--- src/rtl/serial_tx.sv ---
// rtl/serial_tx.sv - parallel-to-serial frame transmitter, LSB first
//
// Parameters:
//   DATA_W        data bits per frame (1..32)
//   CLKS_PER_BIT  clock cycles per serial bit (>= 2)
// Ports:
//   clk       system clock, rising edge
//   rst_n     asynchronous active-low reset
//   tx_valid  producer has a word on tx_data
//   tx_data   word to send, sampled only at acceptance
//   tx_ready  block can accept a word (registered)
//   tx_out    serial line, idle high (registered)
//   busy      a frame is in progress (registered)
// Build option:
//   SERIAL_TX_PARITY_EN  inserts an even-parity bit between the data and stop bits
module serial_tx #(
   parameter int DATA_W       = 8,
   parameter int CLKS_PER_BIT = 16
) (
   input  logic              clk,
   input  logic              rst_n,
   input  logic              tx_valid,
   input  logic [DATA_W-1:0] tx_data,
   output logic              tx_ready,
   output logic              tx_out,
   output logic              busy
);

   localparam int CW = $clog2(CLKS_PER_BIT);
   localparam int BW = $clog2(DATA_W + 1);
   localparam logic [CW-1:0] CYC_LAST = CW'(CLKS_PER_BIT - 1);
   localparam logic [BW-1:0] BIT_LAST = BW'(DATA_W - 1);

   typedef enum logic [2:0] {
      IDLE   = 3'd0,
      START  = 3'd1,
      DATA   = 3'd2,
`ifdef SERIAL_TX_PARITY_EN
      PARITY = 3'd3,
`endif
      STOP   = 3'd4
   } state_t;

   state_t            state, state_n;
   logic [CW-1:0]     cyc, cyc_n;
   logic [BW-1:0]     bit_cnt, bit_n;
   logic [DATA_W-1:0] shift, shift_n, shifted;
   logic              tx_out_n, tx_ready_n, busy_n;
`ifdef SERIAL_TX_PARITY_EN
   logic              par_q, par_n;
`endif

   always_ff @(posedge clk or negedge rst_n) begin
      if (!rst_n) begin
         state    <= IDLE;
         cyc      <= '0;
         bit_cnt  <= '0;
         shift    <= '0;
         tx_out   <= 1'b1;
         tx_ready <= 1'b1;
         busy     <= 1'b0;
`ifdef SERIAL_TX_PARITY_EN
         par_q    <= 1'b0;
`endif
      end else begin
         state    <= state_n;
         cyc      <= cyc_n;
         bit_cnt  <= bit_n;
         shift    <= shift_n;
         tx_out   <= tx_out_n;
         tx_ready <= tx_ready_n;
         busy     <= busy_n;
`ifdef SERIAL_TX_PARITY_EN
         par_q    <= par_n;
`endif
      end
   end

   // All outputs are computed one cycle ahead so that they leave the flops
   // exactly at the bit boundaries.
   always_comb begin
      state_n    = state;
      cyc_n      = cyc;
      bit_n      = bit_cnt;
      shift_n    = shift;
      tx_out_n   = tx_out;
      tx_ready_n = tx_ready;
      busy_n     = busy;
      shifted    = shift >> 1;
`ifdef SERIAL_TX_PARITY_EN
      par_n      = par_q;
`endif
      case (state)
         IDLE: begin
            if (tx_valid && tx_ready) begin
               state_n    = START;
               shift_n    = tx_data;
               cyc_n      = '0;
               bit_n      = '0;
               tx_out_n   = 1'b0;
               tx_ready_n = 1'b0;
               busy_n     = 1'b1;
`ifdef SERIAL_TX_PARITY_EN
               // Parity is taken from the accepted word, before any shifting.
               par_n      = ^tx_data;
`endif
            end
         end
         START: begin
            if (cyc == CYC_LAST) begin
               cyc_n    = '0;
               state_n  = DATA;
               tx_out_n = shift[0];
            end else begin
               cyc_n = cyc + 1'b1;
            end
         end
         DATA: begin
            if (cyc == CYC_LAST) begin
               cyc_n   = '0;
               shift_n = shifted;
               bit_n   = bit_cnt + 1'b1;
               if (bit_cnt == BIT_LAST) begin
`ifdef SERIAL_TX_PARITY_EN
                  state_n  = PARITY;
                  tx_out_n = par_q;
`else
                  state_n  = STOP;
                  tx_out_n = 1'b1;
`endif
               end else begin
                  // Next bit is read from the post-shift value so DATA_W=1 stays in range.
                  tx_out_n = shifted[0];
               end
            end else begin
               cyc_n = cyc + 1'b1;
            end
         end
`ifdef SERIAL_TX_PARITY_EN
         PARITY: begin
            if (cyc == CYC_LAST) begin
               cyc_n    = '0;
               state_n  = STOP;
               tx_out_n = 1'b1;
            end else begin
               cyc_n = cyc + 1'b1;
            end
         end
`endif
         STOP: begin
            if (cyc == CYC_LAST) begin
               cyc_n      = '0;
               state_n    = IDLE;
               tx_out_n   = 1'b1;
               tx_ready_n = 1'b1;
               busy_n     = 1'b0;
            end else begin
               cyc_n = cyc + 1'b1;
            end
         end
         default: begin
            state_n    = IDLE;
            cyc_n      = '0;
            tx_out_n   = 1'b1;
            tx_ready_n = 1'b1;
            busy_n     = 1'b0;
         end
      endcase
   end

endmodule
--- config.mk ---
export PLATFORM = sky130hd
export DESIGN_NAME = serial_tx
export DESIGN_NICKNAME = d
export VERILOG_FILES = /design/src/rtl/serial_tx.sv
export SDC_FILE = /design/constraint.sdc
export NUM_CORES = 1
export LEC_CHECK = 0
export ABC_AREA = 1
export BUFFER_PORTS_ARGS = -buffer_cell sky130_fd_sc_hd__buf_2
export CAP_MARGIN = 20
export CORE_UTILIZATION = 45
export CTS_CLUSTER_DIAMETER = 80
export CTS_CLUSTER_SIZE = 40
export DETAILED_ROUTE_END_ITERATION = 16
export GPL_TIMING_DRIVEN = 0
export HOLD_SLACK_MARGIN = 0.02
export SYNTH_ARGS = -nofsm -noshare
export SYNTH_HDL_FRONTEND = slang
export SYNTH_SLANG_ARGS = --single-unit
--- constraint.sdc ---
create_clock -name clk -period 1.4 [get_ports clk]
set_clock_uncertainty 0.05 [all_clocks]
set_input_delay 0.07 -clock clk [delete_from_list [all_inputs] [get_ports clk]]
set_output_delay 0.07 -clock clk [all_outputs]
set_load 0.01 [all_outputs]
==> results of run 1 <==
## path summary, 6_finish.rpt
check | start | endpoint | slack (ns)
max | state[1] | shift[7] | -0.02
min | tx_data[1] | shift[1] | 0.04
max reg2reg | state[1] | shift[7] | -0.02
min reg2reg | tx_out | tx_out | 0.42
max in group asynchronous | rst_n | tx_out | 0.75
min in group asynchronous | rst_n | busy | 0.19
## cells in the final DEF (no fill, tap or decap), types with 5 or more instances in the layout
master,n
sky130_fd_sc_hd__nand2_1,33
sky130_fd_sc_hd__dfrtp_1,17
sky130_fd_sc_hd__inv_1,13
sky130_fd_sc_hd__nand2_2,13
sky130_fd_sc_hd__buf_2,13
sky130_fd_sc_hd__nand3_1,11
sky130_fd_sc_hd__o21ai_0,10
sky130_fd_sc_hd__buf_4,10
sky130_fd_sc_hd__o21ai_2,7
sky130_fd_sc_hd__nor2_4,6
sky130_fd_sc_hd__o21ai_1,5
## layout make-up
| cell class | count | area [um^2] |
|---|---|---|
| Buffer | 2 | 27.5 |
| Clock buffer | 3 | 22.5 |
| Clock inverter | 1 | 30.0 |
| Fill cell | 235 | 953 |
| Inverter | 19 | 76.3 |
| Multi-Input combinational cell | 104 | 642 |
| Sequential cell | 22 | 557 |
| Tap cell | 30 | 37.5 |
| Timing Repair Buffer | 27 | 199 |
## state kept, by name (all words and copies together) (netlist names)
signal,cells
shift,8
tx_ready,1
cyc,4
tx_out,1
busy,1
bit_cnt,4
state,3
## worst max-delay path, stage by stage (launching register included)
cell,delay (ns)
sky130_fd_sc_hd__dfrtp_2,0.48
sky130_fd_sc_hd__nor2_4,0.19
sky130_fd_sc_hd__buf_6,0.13
sky130_fd_sc_hd__nand3_4,0.10
sky130_fd_sc_hd__nand2_8,0.13
sky130_fd_sc_hd__buf_4,0.12
sky130_fd_sc_hd__nand3_1,0.08
sky130_fd_sc_hd__o21ai_2,0.07
## layer usage
metal	share of wire, %	vias up	global-route usage (%)
met5	0	-	0
met4	0.62	0	6.41
met3	1.7	2	2.50
li1	-	535	-
met2	49	9	27.2
met1	49	476	23.1
## logic make-up (layout without fill, tap and decap cells)
| group | after synthesis | count (layout) |
|---|---|---|
| AND/OR/NAND/NOR | 75 | 75 |
| AO/OA/AOI/OAI | 26 | 26 |
| flip-flops | 22 | 22 |
| buffers and inverters | 21 | 52 |
| adder cells (fa/ha/maj) | 2 | 2 |
| XOR/XNOR | 1 | 1 |
## power by group
group / switching, uW / total (uW) / internal, uW
clock network: 190 / 479 / 289
registers: 158 / 1030 / 876
logic: 844 / 1490 / 645
total: 1190 / 3000 / 1810
## what timing repair did
action	in CTS	in global routing
endpoints found under the hold margin	24	0
cloned	0	1
resized for setup	6	21
pin swaps	5	10
buffers inserted	4	6
endpoints found under the setup margin	13	21
hold buffers	3	0
## metrics by stage
stage	hold WS, ns	power [uW]	setup WS [ns]	setup TNS (ns)
2_1_floorplan	-0.276	1950	0.0925	0
3_3_place_gp	0.00793	2180	-0.00574	-0.00574
3_5_place_dp	0.00861	2220	-0.0311	-0.0754
4_1_cts	0.0239	2740	-0.00515	-0.00558
5_1_grt	0.0593	3250	-0.0683	-0.461
6_report	0.0354	3000	-0.0157	-0.0157
==> reports/results.tsv, run 1 <==
stage	metric	value	unit
run_status	run_status	finished, violations left	
run_status	failed_checks	negative setup slack	
die	die_height	54.4	um
route	route.vias.total	1022	
route	via_per_inst	4.91	
logic_synthesis	area_fraction_in_and_or_nand_and_nor_cells_after_synthesis	31.7	%
power_and_ir_drop	worst_ir_drop_vdd	1.21	mV
cts	htree_num_levels	1	
route	drt_first_pass_iters	4	
die	floorplan.initialDensity	48.6	%
logic_synthesis	synth-warning-count	0	
global_route	initial_antenna_violation_count	0	
logic_synthesis	post_synth.cell_area_avg	8.41	um^2
sta	hold_viol	0	
final_layout	final_layout_size_suffix_gt1_share	42.1	%
final_layout	nNetsFinal	192	
worst_hold_path	timing.hold.worst_path_depth	5	
logic_synthesis	synth-adder-area-share	2.02	%
sta	setup_viol	1	
sta	max_freq	706	MHz
place	finalWeightedCongestion	0.796	
die	core_ar	2540	um^2
route	drtAntennaViolNets	0	
cts	clk-insertion-delay-late	0.30	ns
logic_synthesis	synth_sequential_area_ratio	44.7	%
logic_synthesis	combinational_family_with_the_most_area_after_synthesis	simple AND/OR/NAND/NOR gates	
logic_synthesis	synth_mux_area_share	0	%
setup_path	critPathArrivalTime	1.61	ns
final_layout	finish.cell_count_without_fillers	208	
place	placement.cell_area	1340	um^2
place	port_buffers	13	
die	number_of_ports_placed_on_the_die_boundary	14	
logic_synthesis	synth.ff_latch_count	22	
sta	timing.final.max_slew_violations	0	
final_layout	final_instance_area	1590	um^2
final_layout	ant_cells	0	
logic_synthesis	post_synth_xor_area_fraction	0.709	%
logic_synthesis	synth_common_cells	sky130_fd_sc_hd__nand2_1 (40), sky130_fd_sc_hd__dfrtp_1 (20), sky130_fd_sc_hd__inv_1 (16)	
die	die-area	2960	um^2
cts	cts_max_path_buffers	2	
power_and_ir_drop	p_leak	0.000811	uW
setup_path	cp-start-kind	flop	
cts	clk_pin_slew_worst_paths	0.12	ns
cts	tritoncts.num_buffers	3	
route	drt_iter0_drc	11	
cts	cts_tree	yes	
logic_synthesis	synth_area_leaders	sky130_fd_sc_hd__dfrtp_1 (40%), sky130_fd_sc_hd__nand2_1 (12%), sky130_fd_sc_hd__o21ai_0 (5.7%)	
sta	relSlewSlack	67.4	%
logic_synthesis	number_of_enable_type_register_cells_in_the_synthesized_netlist	0	
global_route	grt_first_pass_wirelength	3610	um
worst_hold_path	hold_path_class	in2reg	
setup_path	required	1.59	ns
logic_synthesis	synth.cell_area	1240	um^2
setup_path	depth_of_the_most_critical_reg_to_reg_path	7	
route	remaining_drcs	0	
cts	cts_sinks	22	
sta	postLayoutSetupSlackWorst	-0.0157	ns
sta	min_period	1.42	ns
place	placed_cells	190	
die	fp-row-count	18	
logic_synthesis	yosys.cell_count.top_type	sky130_fd_sc_hd__nand2_1	
route	routed_wire_per_std_cell	11.7	um
place	hpwl	1680	um
global_route	grt_max_degree	23	
route	wirelength	2440	um
logic_synthesis	ys_dominant_reg_cell	sky130_fd_sc_hd__dfrtp_1	
die	chipWidth	54.4	um
logic_synthesis	synth.lib_cells_used.distinct	24	
final_layout	syn2layout_area_growth	28.7	%
global_route	gr-usage-all-layers	17.0	%
logic_synthesis	synthDominantAreaCellType	sky130_fd_sc_hd__dfrtp_1	
job	drv.max_cap_violation_count	0	
final_layout	utilization	62.5	%
logic_synthesis	synthesis.instances	147	
logic_synthesis	netlist.area_leader.share	40.5	%
cts	root_buffer	sky130_fd_sc_hd__clkbuf_4	
setup_path	criticalPathCategory	reg2reg	
global_route	first_global_vias	849	
sta	final_clock_period_utilization_by_the_worst_path	101	%
logic_synthesis	syn_nets	160	
sta	rsz0062_at_grt	yes	
global_route	grt-ovfl-total	0	
sta	worst_margin_pin_slew	0.490	ns
power_and_ir_drop	power.density	1890	nW/um^2
setup_path	critPathMaxFanout	7	
setup_path	cp-end-kind	flop	
logic_synthesis	synth_compound_gate_area_share	12.7	%
logic_synthesis	postSynth.asyncResetShare	100	%
Note: power is estimated with default switching activity, not from simulation.
==> run 2: changes to the inputs <==
PLACE_DENSITY_LB_ADDON = 0.15   (was unset)
==> reports/results.tsv, run 2 (synthesis results as in run 1) <==
stage	metric	value	unit
run_status	run_status	finished, final reports clean	
final_layout	final_layout_size_suffix_gt1_share	38.9	%
setup_path	path_cells	ha_2 > nand2_2 > nor2_4 > nand2_4 > nand2_8 > buf_12 > nand2_2 > o21ai_2	
setup_path	timing.critical_path.buf_inv	1	
route	drtAntennaViolNets	0	
cts	cts_tree	yes	
sta	min_period	1.38	ns
sta	max_freq	725	MHz
die	chipWidth	54.4	um
global_route	gr-usage-all-layers	18.3	%
setup_path	regToRegStartpoint	cyc[0]	
power_and_ir_drop	design_power_total	2910	uW
setup_path	critPathCapture	shift[5]	
global_route	grt-ovfl-total	0	
cts	tritoncts.num_buffers	3	
route	route.vias.total	1074	
sta	setup_viol	0	
global_route	first_global_vias	930	
route	routed_wire_per_std_cell	12.1	um
setup_path	critPathArrivalTime	1.59	ns
sta	hold_viol	0	
place	finalWeightedCongestion	0.826	
power_and_ir_drop	power.density	1900	nW/um^2
place	hpwl	1760	um
final_layout	layout.cells.most_common_list	sky130_fd_sc_hd__nand2_1 (38), sky130_fd_sc_hd__dfrtp_1 (17), sky130_fd_sc_hd__inv_1 (14)	
setup_path	crit_path_max_delay_family	simple AND/OR/NAND/NOR gates	
route	top_layer_used	met4	
setup_path	depth_of_the_most_critical_reg_to_reg_path	8	
setup_path	cp-start-kind	flop	
cts	cts_sinks	22	
final_layout	nFillCells	231	
worst_hold_path	holdCritStartpoint	tx_data[6]	
setup_path	r2r_setup_slack	0.02	ns
final_layout	syn2layout_area_growth	23.6	%
route	via_per_inst	5.24	
die	fp-row-count	18	
cts	root_buffer	sky130_fd_sc_hd__clkbuf_4	
final_layout	ant_cells	0	
setup_path	cp_max_stage_cell	sky130_fd_sc_hd__dfrtp_1	
setup_path	critPathMaxFanout	10	
sta	final_clock_period_utilization_by_the_worst_path	98.6	%
final_layout	largest_register_by_flop_count	shift	
cts	clk_pin_slew_worst_paths	0.13	ns
die	core_ar	2540	um^2
setup_path	critPathLaunch	cyc[0]	
cts	clk-insertion-delay-late	0.31	ns
setup_path	critical_path_cell_count	8	
sta	relSlewSlack	67.3	%
sta	worst_margin_pin_slew	0.490	ns
sta	rsz0062_at_grt	yes	
route	route.layer.met1.wl	1190	um
route	drt_iter0_drc	35	
cts	htree_num_levels	1	
setup_path	criticalPathCategory	reg2reg	
route	met2_wirelength	1210	um
final_layout	largest_register_ff_count	8	
route	wirelength	2490	um
route	routed-wl-met3	62	um
die	floorplan.initialDensity	48.6	%
setup_path	reg2reg_to	shift[5]	
final_layout	layout_top_registers	shift: 8 flops, bit_cnt: 4 flops, cyc: 4 flops	
job	drv.max_cap_violation_count	0	
global_route	grt_max_degree	23	
die	die-area	2960	um^2
route	remaining_drcs	0	
global_route	initial_antenna_violation_count	0	
cts	cts_max_path_buffers	2	
place	port_buffers	13	
worst_hold_path	hold_path_class	in2reg	
sta	timing.final.max_slew_violations	0	
setup_path	cp-end-kind	flop	
route	drt_first_pass_iters	4	
setup_path	required	1.60	ns
sta	whs	0.0347	ns
final_layout	layout_commonest_cell	sky130_fd_sc_hd__nand2_1	
power_and_ir_drop	p_leak	0.000773	uW
global_route	grt_first_pass_wirelength	3830	um
power_and_ir_drop	worst_ir_drop_vdd	1.13	mV
setup_path	cp_slowest_stage_delay	0.38	ns
setup_path	worst_path_most_repeated_cell	sky130_fd_sc_hd__nand2_2	
final_layout	nNetsFinal	189	
die	number_of_ports_placed_on_the_die_boundary	14	
die	die_height	54.4	um
-- run 2: worst min path at each step --
stage | endpoint | slack, ns | cells past startpoint
4_1_cts | shift[6] | 0.02 | 5
3_3_place_gp | shift[2] | 0.02 | 1
6_report | shift[6] | 0.03 | 5
5_1_grt | shift[0] | 0.04 | 5
3_5_place_dp | bit_cnt[2] | 0.01 | 1
2_1_floorplan | bit_cnt[0] | -0.28 | 0
-- run 2: layout make-up --
| class | instances | area (um^2) | area share (%) |
|---|---|---|---|
| Buffer | 2 | 27.5 | 1.80 |
| Clock buffer | 3 | 22.5 | 1.47 |
| Clock inverter | 1 | 30.0 | 1.97 |
| Inverter | 19 | 73.8 | 4.83 |
| Multi-Input combinational cell | 104 | 622 | 40.7 |
| Sequential cell | 22 | 557 | 36.4 |
| Tap cell | 30 | 37.5 | 2.46 |
| Timing Repair Buffer | 24 | 158 | 10.3 |
-- run 2: through the flow --
stage / setup WS, ns / std cells / area, um^2 / util, % / TNS, ns
after global routing: -0.0827 / 205 / 1530 / 60.0 / -1.04
after floorplan: 0.0925 / 147 / 1240 / - / 0
after CTS: -0.0145 / 201 / 1470 / 57.8 / -0.0145
after detailed placement: -0.0527 / 190 / 1340 / 52.6 / -0.152
after global placement: 0.00377 / 190 / 1340 / 52.6 / 0
final: 0.0199 / 205 / 1530 / 60.0 / 0
-- run 2: power by group --
| part | switching (uW) | internal [uW] | leakage, uW |
|---|---|---|---|
| combinational | 822 | 565 | 0.000469 |
| clock | 204 | 290 | 0.0000279 |
| sequential | 150 | 876 | 0.000277 |
| total | 1180 | 1730 | 0.000773 |
-- run 2: routing by layer --
metal / track usage [%] / up-vias
met2: 31.9 / 19
met1: 22.7 / 520
met5: 0 / -
li1: - / 533
met4: 5.13 / 0
met3: 3.33 / 2
-- run 2: worst register-to-register path, stage by stage (launching register included) --
cell and delay, ns:
sky130_fd_sc_hd__dfrtp_1 0.38, sky130_fd_sc_hd__ha_2 0.20, sky130_fd_sc_hd__nand2_2 0.08, sky130_fd_sc_hd__nor2_4 0.16, sky130_fd_sc_hd__nand2_4 0.10, sky130_fd_sc_hd__nand2_8 0.10
sky130_fd_sc_hd__buf_12 0.14, sky130_fd_sc_hd__nand2_2 0.05, sky130_fd_sc_hd__o21ai_2 0.05
-- run 2: repair_timing --
action,4_1_cts,5_1_grt
pin swaps,3,6
resized for setup,6,11
endpoints found under the setup margin,15,20
setup buffers,3,4
hold buffers,4,0
endpoints found under the hold margin,25,0
